==> src/rtl/cdc_handshake_tx.sv <==
// cdc_handshake_tx: source half of a 4-phase req/ack crossing for a multi-bit word
module cdc_handshake_tx #(
    parameter int WIDTH        = 8,
    parameter int NUM_OF_STAGE = 3,
    parameter int TIMEOUT      = 0
) (
    input  logic             clk,
    input  logic             reset_n,
    input  logic [WIDTH-1:0] data_in,
    input  logic             data_valid,
    output logic             ready,
    output logic [WIDTH-1:0] bus_data,
    output logic             req,
    input  logic             ack,
    output logic             done,
    output logic             dropped,
    output logic             timeout_err
);
    localparam int CW = (TIMEOUT > 0) ? $clog2(TIMEOUT + 1) : 1;
    localparam logic [CW-1:0] LIM = (TIMEOUT > 0) ? CW'(TIMEOUT - 1) : '0;
    typedef enum logic [1:0] {IDLE, REQ_HI, REQ_LO} state_t;
    state_t                  r_state;
    logic [NUM_OF_STAGE-2:0] r_ack_sync;
    logic [CW-1:0]           r_cnt;
    logic                    w_ack_s;
    logic                    w_to;
    // The FSM state register is the last synchronizer stage, so ack reaches req/done after NUM_OF_STAGE edges
    assign w_ack_s = r_ack_sync[NUM_OF_STAGE-2];
    assign w_to    = (TIMEOUT > 0) && (r_cnt == LIM);
    assign ready   = (r_state == IDLE);
    // Resynchronize the asynchronous ack into the source clock domain
    always_ff @(posedge clk or negedge reset_n) begin
        if (!reset_n) begin
            r_ack_sync <= '0;
        end else begin
            r_ack_sync[0] <= ack;
            for (int i = 1; i < NUM_OF_STAGE - 1; i++) r_ack_sync[i] <= r_ack_sync[i-1];
        end
    end
    // Handshake FSM with registered req/bus/pulse outputs and per-state timeout counter
    always_ff @(posedge clk or negedge reset_n) begin
        if (!reset_n) begin
            r_state     <= IDLE;
            bus_data    <= '0;
            req         <= 1'b0;
            done        <= 1'b0;
            dropped     <= 1'b0;
            timeout_err <= 1'b0;
            r_cnt       <= '0;
        end else begin
            done        <= 1'b0;
            timeout_err <= 1'b0;
            dropped     <= data_valid && (r_state != IDLE);
            r_cnt       <= r_cnt + 1'b1;
            case (r_state)
                IDLE: begin
                    r_cnt <= '0;
                    if (data_valid) begin
                        bus_data <= data_in;
                        req      <= 1'b1;
                        r_state  <= REQ_HI;
                    end
                end
                REQ_HI: begin
                    if (w_ack_s || w_to) begin
                        req         <= 1'b0;
                        timeout_err <= !w_ack_s;
                        r_cnt       <= '0;
                        r_state     <= REQ_LO;
                    end
                end
                REQ_LO: begin
                    if (!w_ack_s || w_to) begin
                        done        <= !w_ack_s;
                        timeout_err <= w_ack_s;
                        r_cnt       <= '0;
                        r_state     <= IDLE;
                    end
                end
                default: begin
                    req     <= 1'b0;
                    r_state <= IDLE;
                end
            endcase
        end
    end
endmodule

==> config.mk <==
export PLATFORM = sky130hd
export DESIGN_NAME = cdc_handshake_tx
export DESIGN_NICKNAME = d
export VERILOG_FILES = /design/src/rtl/cdc_handshake_tx.sv
export SDC_FILE = /design/constraint.sdc
export NUM_CORES = 1
export LEC_CHECK = 0
export CAP_MARGIN = 10
export CORE_UTILIZATION = 40
export DETAILED_ROUTE_END_ITERATION = 10
export MAX_ROUTING_LAYER = met4
export PLACE_DENSITY_LB_ADDON = 0.15
export SETUP_SLACK_MARGIN = 0.2
export SLEW_MARGIN = 20
export SYNTH_ARGS = -nofsm -noshare
export SYNTH_HDL_FRONTEND = slang
export SYNTH_SLANG_ARGS = --single-unit
==> constraint.sdc <==
create_clock -name clk -period 1.4 [get_ports clk]
set_clock_uncertainty 0.05 [all_clocks]
set_input_delay 0.28 -clock clk [delete_from_list [all_inputs] [get_ports clk]]
set_output_delay 0.28 -clock clk [all_outputs]
set_load 0.03 [all_outputs]
==> metrics.txt <==
Die Ht 40.5 µm; clock sinks 15; Warnings, synthesis 0; vias in the first global route 372; PD cells 2500 nW/µm²; Detailed Route WL 1090 µm; clock latency on the worst-skew pair 280 ps; Core ar. 1330 µm²; Vias/cell 4.64; Critical Path End Type output pin; final-stage net count 83; Routed wire per std cell 12.8 µm; Final setup viols 0; slowest stage delay, CP 420 ps; CTS tree done; Yosys top cell area share 0.632; most frequent cell after synthesis dfrtp_1; Seq cells post-synth 15; Inst Count DP 78; TritonCTS buffer count 3; post-synthesis cell count 39; fillers 102; cts-stage hold buffer count 0; met3 WL 96 µm; async set or reset register ratio after synthesis 1.00; register area share after synthesis 0.632; required time worst endpoint 1070 ps; Setup TNS 0 ps; Iter 0 DRT Violations 1; synthesis-to-finish area growth 47.6%; FMAX 766 MHz; Ports 25; maximum VDD drop 1.27 mV; crit path cell chain nor2_4, buf_6; top sig layer met4; CP max stage cell dfrtp_1; gr usage total 0.165; max cap viols 0; Metal-1 WL 501 µm; Min Clock Period, post-route 1300 ps; maximum root-to-sink buffer count 2; synthesized area 594 µm²; ys flop type dfrtp_1; hold_ws 254 ps; Mapped Avg Cell Area 15.2 µm²; DRT Pass-1 Iters 2; top cells by area, synth dfrtp_1, mux2_4, buf_6; largest net degree at the start of global routing 16; Worst Setup Start Kind flop; result of the run complete, no violations; most area-hungry cell type in the Yosys netlist dfrtp_1; RD Place Congestion 0.608; total grt overflow 0; Hold Crit Class input port to async pin; DP Area 850 µm²; Non-Filler Instances 85; synth unique cells 17; CTS root buf clkbuf_4; row cnt 13; ANT nets after route 0; met2 wire len 484 µm; Die ar. 1640 µm²; PortBufs 23; routed vias 394; maximum fanout along the worst path 3; final hold vios 0; Crit Path Category flop to output pin; fraction of layout cells with a size suffix above 1 0.471; n_diodes 0; synth cell count leaders dfrtp_1, mux2_4, nor2_1; Clock transition at path regs 90 ps; post-route cell area 877 µm²; Tcrit/Tclk final 0.932; RSZ-0062 raised after global routing true; P_leak 0.424 nW; initial antenna violation count 0; htree depth 1; Initial Utilization 0.446; Final Max Tran Viols 0; # DRC 0; Worst EP arrival 970 ps; first-pass GRT wire length 1630 µm; die width 40.5 µm; Tot Pwr 2.19 mW; syn nets 51; number of synthesized flops with an enable pin 0
per-stage QoR:
stage | setup slack, ps | utilization
after global routing | 58.7 | 0.658
after floorplan | -43.8 | -
final | 95.4 | 0.658
after global placement | -81.3 | 0.637
after detailed placement | -94.9 | 0.637
after CTS | 85.7 | 0.629
worst max-delay path: cells and delay by family, from the launching register on:
kind,cells,cell delay [ps]
buffers and inverters,1,140
DFF,1,420
and+or+nand+nor,1,140
power by group:
group          internal [mW]  switching [mW]  leakage (nW)
registers              0.619           0.117         0.179
clock network          0.110           0.136        0.0150
logic                  0.604           0.603         0.230
final timing paths:
kind / start / to / slack [ps] / cells after the start
max in group asynchronous: reset_n / r_state[1] / 860 / 2
min: reset_n / done / 250 / 2
max: r_state[0] / ready / 100 / 2
min reg2reg: r_ack_sync[0] / r_ack_sync[1] / 330 / 0
max reg2reg: r_state[0] / bus_data[7] / 120 / 3
min in group clk: r_ack_sync[0] / r_ack_sync[1] / 330 / 0
state kept, by name (all words and copies together), names as in the netlist:
name / count
done: 1
bus_data: 8
r_state: 2
req: 1
r_ack_sync: 2
dropped: 1
layout by cell type (no fill, tap or decap):
master / n
clkdlybuf4s50_1: 11
dfrtp_2: 1
and2_1: 1
nor3_1: 1
buf_2: 4
nor2_4: 1
o21ai_0: 1
nand2_1: 1
nor2_1: 2
dfrtp_1: 14
clkbuf_1: 1
clkbuf_4: 3
inv_1: 1
a21oi_1: 1
xor2_1: 1
and2_4: 1
a211oi_1: 1
mux2_4: 8
buf_4: 10
and2b_2: 1
conb_1: 1
buf_6: 4
timing repair:
action                                  4_1_cts  5_1_grt
endpoints found under the setup margin       20       16
resized for setup                            55       19
pin swaps                                     1        0
buffers inserted                              1        2
cell families (layout without fill, tap and decap cells):
group           count (synthesis)  after routing  share of synthesized area
flops                          15             15                      0.632
simple gates                    8              8                     0.0779
buf+inv                         3             34                     0.0379
xor+xnor                        1              1                     0.0147
other cells                     1              1                    0.00631
mux                             8              8                      0.202
compound gates                  3              3                     0.0295
area by class of cell:
| cell class | count | area, µm² | share of cell area |
|---|---|---|---|
| clock buffers | 4 | 26.3 | 0.0300 |
| inverters | 1 | 3.75 | 0.00428 |
| multi-input cells | 21 | 201 | 0.230 |
| flip-flops and latches | 15 | 377 | 0.429 |
| well taps | 15 | 18.8 | 0.0214 |
| repair buffers | 29 | 250 | 0.285 |
per-layer routing:
metal,up-vias,track usage
met5,-,-
met4,0,0.100
met3,2,0.0444
met2,18,0.242
met1,187,0.200
li1,187,-
(Power assumes the default switching activity.)
